## config.mk

```make
export PLATFORM = sky130hd
export DESIGN_NAME = axil_rdata_channel
export DESIGN_NICKNAME = d
export VERILOG_FILES = /design/src/rtl/axil_rdata_channel.sv
export SDC_FILE = /design/constraint.sdc
export NUM_CORES = 1
export LEC_CHECK = 0
export ABC_CLOCK_PERIOD_IN_PS = 3100
export BUFFER_PORTS_ARGS = -buffer_cell sky130_fd_sc_hd__buf_2
export CAP_MARGIN = 30
export CORE_MARGIN = 2
export CORE_UTILIZATION = 35
export CTS_BUF_LIST = sky130_fd_sc_hd__clkbuf_16
export CTS_CLUSTER_DIAMETER = 100
export DETAILED_ROUTE_END_ITERATION = 10
export GPL_TIMING_DRIVEN = 0
export PLACE_DENSITY_LB_ADDON = 0.15
export SLEW_MARGIN = 10
export SYNTH_ARGS = -nofsm -noshare
export SYNTH_HDL_FRONTEND = slang
export SYNTH_SLANG_ARGS = --single-unit
```

## constraint.sdc

```tcl
create_clock -name clk -period 3.1 [get_ports clk]
set_input_delay 0.93 -clock clk [delete_from_list [all_inputs] [get_ports clk]]
set_output_delay 0.93 -clock clk [all_outputs]
set_load 0.1 [all_outputs]
```

## src/rtl/axil_rdata_channel.sv

```systemverilog
// axil_rdata_channel: AXI4-Lite R stage, one backend read per address edge, then feedback to the address stage.
// Optional WAIT-state timeout enabled by defining RDCH_TIMEOUT_EN.
module axil_rdata_channel #(
  parameter int ADDR_WIDTH     = 5,
  parameter int DATA_WIDTH     = 32,
  parameter int NUM_REGS       = 8,
  parameter int TIMEOUT_CYCLES = 15
) (
  input  logic                  clk,
  input  logic                  resetn,
  input  logic                  addr_valid,
  input  logic [ADDR_WIDTH-1:0] addr_in,
  output logic                  mem_rd_en,
  output logic [ADDR_WIDTH-3:0] mem_rd_addr,
  input  logic                  mem_rd_valid,
  input  logic [DATA_WIDTH-1:0] mem_rd_data,
  input  logic                  mem_rd_err,
  output logic                  RVALID,
  input  logic                  RREADY,
  output logic [DATA_WIDTH-1:0] RDATA,
  output logic [1:0]            RRESP,
  output logic                  fb_ready,
  output logic [1:0]            fb_resp
);
  typedef enum logic [2:0] {IDLE, ISSUE, WAIT, RESP, FB} state_t;
  state_t state;
  logic addr_q;
  logic accept;
  logic in_range;
  assign accept   = state == IDLE && addr_valid && !addr_q;
  assign in_range = 32'(addr_in[ADDR_WIDTH-1:2]) < NUM_REGS;
`ifdef RDCH_TIMEOUT_EN
  localparam int CW = $clog2(TIMEOUT_CYCLES + 1) < 4 ? 4 : $clog2(TIMEOUT_CYCLES + 1);
  logic [CW-1:0] cnt;
`endif
  always_ff @(posedge clk or negedge resetn)
    if (!resetn) begin
      state       <= IDLE;
      addr_q      <= 1'b0;
      mem_rd_en   <= 1'b0;
      mem_rd_addr <= '0;
      RVALID      <= 1'b0;
      RDATA       <= '0;
      RRESP       <= 2'b00;
      fb_ready    <= 1'b0;
      fb_resp     <= 2'b00;
`ifdef RDCH_TIMEOUT_EN
      cnt         <= '0;
`endif
    end else begin
      addr_q    <= addr_valid;
      mem_rd_en <= 1'b0;
      fb_ready  <= 1'b0;
      case (state)
        IDLE: if (accept) begin
          mem_rd_addr <= addr_in[ADDR_WIDTH-1:2];
          if (in_range) begin
            state     <= ISSUE;
            mem_rd_en <= 1'b1;
          end else begin
            state  <= RESP;
            RVALID <= 1'b1;
            RDATA  <= '0;
            RRESP  <= 2'b11;
          end
        end
        ISSUE: begin
          state <= WAIT;
`ifdef RDCH_TIMEOUT_EN
          cnt   <= '0;
`endif
        end
        WAIT: begin
          if (mem_rd_valid) begin
            state  <= RESP;
            RVALID <= 1'b1;
            RDATA  <= mem_rd_data;
            RRESP  <= mem_rd_err ? 2'b10 : 2'b00;
          end
`ifdef RDCH_TIMEOUT_EN
          else if (cnt == CW'(TIMEOUT_CYCLES - 1)) begin
            state  <= RESP;
            RVALID <= 1'b1;
            RDATA  <= '0;
            RRESP  <= 2'b10;
          end
          cnt <= cnt + 1'b1;
`endif
        end
        RESP: if (RREADY) begin
          state    <= FB;
          RVALID   <= 1'b0;
          fb_ready <= 1'b1;
          // 00->00, 10->01, 11->11
          fb_resp  <= {RRESP[0], RRESP[1]};
        end
        FB: state <= IDLE;
        default: state <= IDLE;
      endcase
    end
endmodule
```

==> flow_summary.json <==
{
  "ant_nets": 0,
  "cp-start-kind": "flip-flop",
  "wire_per_inst_um": 13.5,
  "yosysSeqAreaShare_pct": 61.8,
  "fmax_mhz": 498,
  "io_pins": 85,
  "num_vias": 1129,
  "cts_max_path_buffers": 2,
  "tightestPinTransition_ns": 0.517,
  "cts_root_buffer": "clkbuf_16",
  "gp_congestion": 0.707,
  "cts_buffers": 5,
  "worstPathArrival_ns": 1.08,
  "track_usage_pct": 13.1,
  "clkLatencyLatePin_ns": 0.27,
  "layout-drive-gt1-share_pct": 66.5,
  "finalClockSkew_ns": 0.00370,
  "critPathMaxFanout": 3,
  "timing.final.crit_period_ns": 2.01,
  "critical_path_class": "reg2out",
  "die_x_um": 75.3,
  "numClockSinks": 44,
  "wirelength_um": 3520,
  "initial_core_util_pct": 37.0,
  "synth_cell_types": 19,
  "drt_iter0_markers": 42,
  "grt_pass1_vias": 1187,
  "final_cell_mix": "buf_2 (80), dfrtp_1 (44), mux2_4 (29), mux2_2 (7), clkbuf_16 (5)",
  "synth_top_area_cell": "dfrtp_1",
  "die_h_um": 75.3,
  "htreeDepth": 2,
  "critPathRequiredTime_ns": 2.17,
  "tns_ns": 0,
  "hp-start": "RVALID$_DFFE_PN0P_",
  "setup_viol": 0,
  "final_common_cell": "buf_2",
  "area_delta_synth_final_pct": 36.6,
  "critPathTopFamily": "buffers and inverters",
  "crit_slowest_cell": "buf_2",
  "clkTransAtPathRegs_ns": 0.06,
  "holdBufCountCts": 0,
  "finalNetCount": 236,
  "drt_drc_violations_left": 0,
  "worst_path_largest_cell_delay_ns": 0.44,
  "cp_num_buf_inv": 1,
  "grt_max_degree": 45,
  "cap_violations": 0,
  "dieArea_um2": 5670,
  "synth_top_cell_area_share_pct": 61.8,
  "drt_pass1_iterations": 4,
  "syn_inst": 104,
  "grt_pass1_wl_um": 5510,
  "r2r_start": "state[0]$_DFFE_PN0P_",
  "drv_slew": 0,
  "cts_tree": "yes",
  "grt_antenna_before_repair": 0,
  "hold_class": "reg2reg",
  "ys_top_cells_by_area": "dfrtp_1 (62%), mux2_4 (24%), mux2_2 (4.4%)",
  "worst_setup_path_end_kind": "output port",
  "coreArea_um2": 4820,
  "synth-seq-cells": 44,
  "rsz0062_at_grt": "false",
  "cts_resized": 0,
  "routed_via_density": 4.33,
  "portBuffers": 80,
  "num_antenna_cells": 0,
  "finalHoldViolCount": 0,
  "num_rows": 25,
  "syn_area_um2": 1780,
  "yosys_warnings": 0,
  "maxSlewHeadroom_pct": 65.5,
  "cp-startpoint": "RRESP[1]$_DFFE_PN0P_",
  "grt_overflow": 0,
  "post-cts-setup-buffer-count": 0,
  "dpl.hpwl_um": 2530,
  "status": "finished, final reports clean",
  "finalCritPeriodShare_pct": 64.8,
  "path_cells": "buf_2",
  "synth.avg_cell_area_um2": 17.1
}
## routing by layer
| layer | GRT usage (%) | routed length, um |
|---|---|---|
| met1 | 16.6 | 1480 |
| met2 | 21.1 | 1720 |
| met3 | 5.16 | 302 |
| met4 | 3.51 | 22 |
| met5 | 0 | 0 |
## stage by stage
stage	utilization (%)	hold WS, ns	setup WS, ns	instance area [um^2]	std cells
6_report	50.5	0.480	1.09	2430	261
5_1_grt	50.5	0.511	1.05	2430	261
4_1_cts	49.9	0.486	1.08	2400	260
3_5_place_dp	47.1	0.473	0.980	2270	252
3_3_place_gp	47.1	0.456	1.01	2270	252
2_1_floorplan	-	0.441	1.17	1780	105
## registers in the layout (all words and copies together) (netlist names)
register,cells
fb_resp,1
RVALID,1
RRESP,1
addr_q,1
mem_rd_en,1
fb_ready,1
state,3
mem_rd_addr,3
RDATA,32
## worst paths after layout
path	to	slack [ns]	depth (start not counted)
hold reg to reg	RVALID$_DFFE_PN0P_	0.48	1
min in group asynchronous	mem_rd_en$_DFF_PN0_	0.62	1
hold / removal	RVALID$_DFFE_PN0P_	0.48	1
setup reg to reg	RDATA[15]$_DFFE_PN0P_	1.60	5
max in group asynchronous	RVALID$_DFFE_PN0P_	1.99	2
setup / recovery	RRESP[1]	1.09	1
## kinds of logic (layout without fill, tap and decap cells)
family          Yosys count  count (layout)  synth area share [%]
buf+inv                   8              97                  3.79
other cells               1               2                 0.211
compound gates            3               3                 0.983
simple gates             12              12                  4.29
flops                    44              44                  61.8
mux                      36              36                  28.9
## Yosys cell counts
cell / count
inv_1: 2
conb_1: 1
nand4b_1: 1
nor2_1: 1
o21ai_0: 1
buf_4: 2
mux2_4: 29
nor3_1: 1
nand3b_1: 1
and3b_1: 1
nand2_1: 3
mux2_2: 7
nor2b_1: 2
and3_1: 1
a21o_1: 1
dfrtp_1: 44
a21oi_1: 1
and4bb_2: 1
buf_6: 4
## final cells by class
cell class	instances	area, um^2
fill	464	2380
sequential	44	1100
multi-input combinational	53	616
timing repair buffer	81	428
clock buffer	5	125
tap	67	83.8
buffer	6	60.1
clock inverter	3	11.3
inverter	2	7.51
Power is not shown: default switching activity piles up to over one toggle a cycle in this logic, so the estimate is an artifact.
